[config.mk]
export PLATFORM = sky130hd
export DESIGN_NAME = data_mem_uart_ctrl
export DESIGN_NICKNAME = d
export VERILOG_FILES = /design/src/rtl/data_mem_uart_ctrl.sv
export SDC_FILE = /design/constraint.sdc
export NUM_CORES = 2
export LEC_CHECK = 0
export BUFFER_PORTS_ARGS = -buffer_cell sky130_fd_sc_hd__clkbuf_2
export CAP_MARGIN = 10
export CORE_MARGIN = 4
export CORE_UTILIZATION = 40
export DETAILED_ROUTE_END_ITERATION = 10
export HOLD_SLACK_MARGIN = 0.12
export PLACE_DENSITY_LB_ADDON = 0.3
export SYNTH_ARGS = -nofsm -noshare
export SYNTH_HDL_FRONTEND = slang
export SYNTH_SLANG_ARGS = --single-unit
[constraint.sdc]
create_clock -name clk -period 3 [get_ports clk]
set_input_delay 0.3 -clock clk [delete_from_list [all_inputs] [get_ports clk]]
set_output_delay 0.3 -clock clk [all_outputs]
set_load 0.03 [all_outputs]
[src/rtl/data_mem_uart_ctrl.sv]
// Data memory for the memory stage. It also holds a memory-mapped UART transmit port.
//
// Ports:
//   clk          clock; all state changes on the rising edge
//   reset        asynchronous, active-low reset
//   MemWriteM    store request from the memory stage
//   MemToRegM    load request from the memory stage
//   alu_resultM  word address of the access
//   write_dataM  store data
//   stallM       combinational; holds the pipeline while a TX store cannot be accepted
//   read_dataW   registered load data
//   read_validW  one-cycle pulse qualifying read_dataW
//   tx_data      byte offered to the UART transmitter
//   tx_valid     tx_data is valid; a byte transfers when tx_valid and tx_ready are both high
//   tx_ready     the UART transmitter can accept a byte
module data_mem_uart_ctrl #(
    parameter int unsigned RAM_AW    = 8,
    parameter logic [15:0] TX_ADDR   = 16'hFF00,
    parameter logic [15:0] STAT_ADDR = 16'hFF01
) (
    input  logic        clk,
    input  logic        reset,
    input  logic        MemWriteM,
    input  logic        MemToRegM,
    input  logic [15:0] alu_resultM,
    input  logic [15:0] write_dataM,
    output logic        stallM,
    output logic [15:0] read_dataW,
    output logic        read_validW,
    output logic [7:0]  tx_data,
    output logic        tx_valid,
    input  logic        tx_ready
);

    typedef enum logic {StIdle, StPend} tx_state_e;

    tx_state_e   state_q, state_d;
    logic [7:0]  tx_data_q, tx_data_d;
    logic [15:0] read_data_q, read_data_d;
    logic        read_valid_q, read_valid_d;
    logic [15:0] mem_q [2**RAM_AW];

    logic              ram_sel, tx_sel, stat_sel, tx_store;
    logic [RAM_AW-1:0] ram_idx;
    logic [15:0]       rdata;

    assign ram_sel  = (alu_resultM[15:RAM_AW] == '0);
    assign ram_idx  = alu_resultM[RAM_AW-1:0];
    assign tx_sel   = (alu_resultM == TX_ADDR);
    assign stat_sel = (alu_resultM == STAT_ADDR);
    assign tx_store = MemWriteM & tx_sel;

    assign tx_valid    = (state_q == StPend);
    assign tx_data     = tx_data_q;
    assign read_dataW  = read_data_q;
    assign read_validW = read_valid_q;

    // tx_valid is cleared asynchronously by reset, so stallM is also low during reset.
    assign stallM = tx_store & tx_valid & ~tx_ready;

    // RAM has no reset. A store is visible to a load in the next cycle.
    always_ff @(posedge clk) begin
        if (MemWriteM && ram_sel) begin
            mem_q[ram_idx] <= write_dataM;
        end
    end

    always_comb begin
        rdata = 16'h0000;
        if (ram_sel) begin
            rdata = mem_q[ram_idx];
        end else if (tx_sel) begin
            rdata = {8'h00, tx_data_q};
        end else if (stat_sel) begin
            rdata = {15'h0000, tx_valid};
        end
    end

    // A store and a load in the same cycle suppress the load.
    always_comb begin
        read_valid_d = MemToRegM & ~MemWriteM;
        read_data_d  = read_valid_d ? rdata : read_data_q;
    end

    always_comb begin
        state_d   = state_q;
        tx_data_d = tx_data_q;
        unique case (state_q)
            StIdle: begin
                if (tx_store) begin
                    state_d   = StPend;
                    tx_data_d = write_dataM[7:0];
                end
            end
            StPend: begin
                if (tx_store) begin
                    // The current byte leaves and the new byte replaces it on the same edge.
                    // Without tx_ready the store stalls and nothing changes.
                    if (tx_ready) begin
                        tx_data_d = write_dataM[7:0];
                    end
                end else if (tx_ready) begin
                    state_d = StIdle;
                end
            end
        endcase
    end

    always_ff @(posedge clk or negedge reset) begin
        if (!reset) begin
            state_q      <= StIdle;
            tx_data_q    <= 8'h00;
            read_data_q  <= 16'h0000;
            read_valid_q <= 1'b0;
        end else begin
            state_q      <= state_d;
            tx_data_q    <= tx_data_d;
            read_data_q  <= read_data_d;
            read_valid_q <= read_valid_d;
        end
    end

endmodule
======== Word-level counts from Yosys, hierarchy flattened ========
Memories as Yosys holds them, arrays and structs flattened.
Index checks and enable logic that the tools add are counted.
W data, S select, Z words.
cells by class
  reductions and logical operators ........ 3
  equality and inequality tests ........... 5
  multiplexer cells ....................... 13
  shift operators ......................... 0
  divide/modulo/power cells ............... 0
  $mul .................................... 0
  order comparisons ....................... 0
  bitwise operators ....................... 7
  add/subtract/negate cells ............... 0
operators with widths
  cell                    number
  $eq A16 B16 Y1 const B  2
  $mux W8                 4
  $mux W16                1
  $pmux W8 S2             1
  $logic_not A8 Y1        1
  $mux W1                 6
  $and A1 B1 Y1           4
  $ne A2 B2 Y1 const B    2
  $not A1 Y1              3
  $reduce_and A3 Y1       1
  $ne A2 B1 Y1 const B    1
  $pmux W1 S2             1
  $logic_and A1 B1 Y1     1
word-level totals
  input bits .............................. 37
  memory bits (read-only) ................. 0
  logic and storage cells ................. 33
  memories ................................ 1
  RAM bits ................................ 4,096
  register bits after elaboration ......... 26
  bits in latches ......................... 0
memory list
  name   words  bits a word  rd ports  clocked after memory_dff  wr ports  line  text
  mem_q  256    16           1         0                         1         41    logic [15:0] mem_q [2**RAM_AW];

======== Logic depth before layout (Yosys ltp) ========
  depth in word-level cells ............... 4
  gate-level depth with buffers ........... 14
  depth with buffers taken out ............ 7

======== Worst setup path after synthesis ========
No wires, ideal clock.
  kind .................................... input to register
  start ................................... in alu_resultM[0]
  end ..................................... mem mem_q[123][0], enable pin
  arrival ................................. 3.049 ns
  library setup time ...................... 0.388 ns
  slack ................................... -0.437 ns
  required time ........................... 2.612 ns
  stages .................................. 12
  path through ............................ buf_6 buf_8 buf_8 buf_6 buf_4 buf_4 buf_4 buf_4 and2_1 nand4_1 buf_2 nor2_1
RTL lines
  item                line  text
  start: declaration  25    input logic [15:0] alu_resultM,
  end: declaration    41
Straight into the memory's write port.

======== Worst setup path after layout ========
  start ................................... in alu_resultM[2]
  end ..................................... out stallM
on the way
  longest elaborated chain between the ends .. 4
ends and longest elaborated chain
  item                         line  text
  $eq A16 B16 Y1               49    assign tx_sel = (alu_resultM == TX_ADDR);
  $and A1 B1 Y1                51    assign tx_store = MemWriteM & tx_sel;
  $and A1 B1 Y1 (2 in series)  59    assign stallM = tx_store & tx_valid & ~tx_ready;
  end: declaration             27    output logic stallM,
No other way between the ends.

==> flow_summary.ini <==
[route]
drc_errors = 0
vias_per_cell = 6.01
drtPass1Iterations = 6
dr_total_vias = 85035
wl_per_cell_um = 36.2
drtAntennaViolNets = 0
drt_iter0_markers = 13832
drt_wl_total_um = 511000

[clock_network]
ctsHtreeMaxLevel = 5
post-cts-setup-buffer-count = 0
clkTransAtPathRegs_ns = 0.06
cts_root_buf = clkbuf_16
cts_buffers = 414
cts_tree = done
clkSinkCount = 4122
clockBufferDepth = 4
clock_latency_ns = 0.99

[power]
ir_drop_v = 0.000598
power_density_nw_per_um2 = 626
p_leak_nw = 61.9
power_frac_clock_pct = 41.7
p_sw_share_pct = 21.9
power_switching_mw = 26.5
p_comb_share_pct = 5.8
seq_power_share_pct = 52.5
intPower_mw = 94.2

[timing]
slew_violations = 0
finalCriticalPeriod_ns = 2.94
holdWs_ns = 0.232
fmax_mhz = 340
rsz0062_at_grt = no
finalSetupViolations = 0
hold_viol = 0
fin_crit_sh_pct = 98.1
fin_skew_ns = 0.0835
worst_pin_slew_ns = 1.46
relSlewSlack_pct = 1.90

[floorplan]
die_height_um = 638
io_pins = 64
die_area_sq_um = 407000
std_cell_rows = 231
core_region_area_sq_um = 396000
die_x_um = 638
start_util_pct = 40.2

[worst_setup_path]
ff2ff_setup_slack_ns = 0.06
rr_endpoint = read_dataW[14]
setup.worst_path.class = primary input to primary output
worstPathRequired_ns = 2.70
path_cells = clkbuf_8 -> buf_4 -> buf_12 -> or2_2 -> nor4_2 -> and2_1 -> buf_12 -> nand2_1 -> nor2_1 -> clkbuf_2
rr_startpoint = mem_q[42][14]
cp_common_cell = buf_12
cp.arrival_ns = 2.64
slowest_stage = or2_2
worst_setup_path_start_kind = primary input
startpoint = alu_resultM[2]
max_stage_delay_ns = 0.47
cp-end-kind = primary output
cp_max_fo = 27
r2r_cells = 8
endpoint = stallM

[logic_synthesis]
synth_edf_count = 4096
synth.distinct_cells = 76
syn_avg_cell_area_sq_um = 22.1
synth_top_area_cell = edfxtp_1
syn_area_sq_um = 159000
yosysTopAreaCellShare_pct = 77.4
ys_seq_area_share_pct = 77.8
syn_inst = 7175
ys_ff_latch = 4122
synth_area_leaders = edfxtp_1, mux4_2, mux2i_1
synth_flop_cell = edfxtp_1
syn-num-nets = 7212
ys_warn_count = 0
synth_async_sr_flop_share_pct = 0.631

[outcome]
violations = capacitance limit
status = finished, violations left

[global_route]
grt_overflow = 0
antenna_found_initial = 40
grt_pass1_wl_um = 701000
grt_pass1_vias = 83558
grt_usage_pct = 24.8
grt_max_degree = 101

[placed_design]
portBuffers = 63
hpwl_um = 336000
place_area_sq_um = 179000
place.gp.congestion = 0.995

[cells_and_area]
area_growth_pct = 21.4
finish.utilization_pct = 48.8
nets = 8580
final_cell_area_sq_um = 193000
fillers = 31487
drive_gt1_share_pct = 36.3

[worst_hold_path]
whs_path_depth = 6
hold_path_class = primary input to flip-flop

[job]
maxCapViolCount = 1
-- flip-flops by register name, indices dropped and copies added (netlist names) --
| register | cells |
|---|---|
| read_dataW | 16 |
| mem_q | 4096 |
| tx_data | 8 |
| tx_valid | 1 |
| read_validW | 1 |
-- cell usage after synthesis (5+ instances only) --
cell and n:
o22a_1 7, dfrtp_1 26, nand4_1 35, nor4_1 10
and3_1 9, nor3_1 25, a2111oi_0 15, buf_1 35
a32o_1 7, or3_1 6, edfxtp_1 4096, nor2_1 327
nor4bb_1 6, a221oi_1 30, a22o_1 14, buf_6 31
a22oi_1 130, nand2b_1 8, mux2_2 35, and2_1 18
o311ai_0 6, o211ai_1 15, clkbuf_1 153, nor2b_1 19
a211oi_1 32, mux2i_1 275, nand2_1 200, a311oi_1 5
o2111ai_1 11, a21oi_1 89, nand3_1 71, o32ai_1 7
buf_2 130, a31oi_1 26, buf_4 79, mux4_2 997
or4_1 7, o221ai_1 5, o22ai_1 35, o21ai_0 54
a32oi_1 20, o31a_1 5
-- critical path: cells and delay by family --
kind                   cells  cell delay, ns
AND/OR/NAND/NOR            5            1.25
buffers and inverters      5            1.02
-- power groups by stage --
| stage | registers (mW) | logic [mW] | clock network [mW] |
|---|---|---|---|
| after CTS | 63.3 | 6.95 | 51.0 |
| after global placement | 64.5 | 6.80 | 0 |
| after global routing | 63.3 | 7.22 | 53.4 |
| after detailed placement | 64.5 | 6.90 | 0 |
| final | 63.3 | 7.05 | 50.3 |
| after floorplan | 64.5 | 2.87 | 0 |
-- per-stage QoR --
step           setup TNS, ns  setup WS (ns)  cells  power, mW
2_1_floorplan        -156.80         -0.220   7175       67.4
3_3_place_gp          -85.59          -1.19  13336       71.3
3_5_place_dp          -97.22         -0.974  13336       71.4
4_1_cts                    0        0.00404  14124        121
5_1_grt                    0        0.00182  14128        124
6_report                   0         0.0573  14139        121
-- worst min-delay path by stage --
stage	startpoint	end
6_report	alu_resultM[6]	read_dataW[11]
3_3_place_gp	reset	read_validW
5_1_grt	alu_resultM[6]	read_dataW[11]
3_5_place_dp	reset	tx_data[6]
4_1_cts	alu_resultM[7]	read_dataW[4]
2_1_floorplan	reset	read_dataW[0]
-- area by class of cell --
cell class	count	area [sq um]	area share, %
flip-flops and latches	4122	124000	64.1
repair buffers	1382	15500	8.04
clock buffers	508	10800	5.60
well taps	5242	6560	3.40
diodes	15	37.5	0.0195
clock inverters	247	2220	1.15
multi-input cells	2617	34100	17.7
inverters	6	37.5	0.0195
-- cell usage in the layout (no fill, tap or decap), drive strengths merged, types with 15 or more instances in the layout --
cell type and n:
edfxtp 4096, buf 1296, mux4 997, clkbuf 562, nor2 327, mux2i 275
nand2 200, clkinv 196, a22oi 130, a21oi 89, nand3 71, o21ai 56
mux2 36, nand4 35, o22ai 35, dlygate4sd3 32, a211oi 32, bufinv 31
a221oi 30, a31oi 26, dfrtp 26, nor3 25, a32oi 20, and2 20
nor2b 19, inv 17, diode 15, o211ai 15, a2111oi 15
-- layer usage --
| layer | GRT usage, % | part of all wire [%] |
|---|---|---|
| met1 | 34.3 | 38 |
| met2 | 38.0 | 46 |
| met3 | 5.38 | 11 |
| met4 | 11.2 | 5.5 |
| met5 | 0 | 0.015 |
-- logic make-up after synthesis --
group,Yosys count,share of synthesized area (%)
compound gates,540,2.41
buf+inv,436,1.48
flops,4122,77.8
mux,1308,16.1
simple gates,769,2.19
-- timing repair --
action | in CTS | in global routing
resized for setup | 2 | 7
gates cloned | 0 | 0
hold buffers | 33 | 0
endpoints found under the hold margin | 1004 | 0
setup endpoints to repair | 2 | 5
No activity file was read; power rests on OpenSTA's default activity.
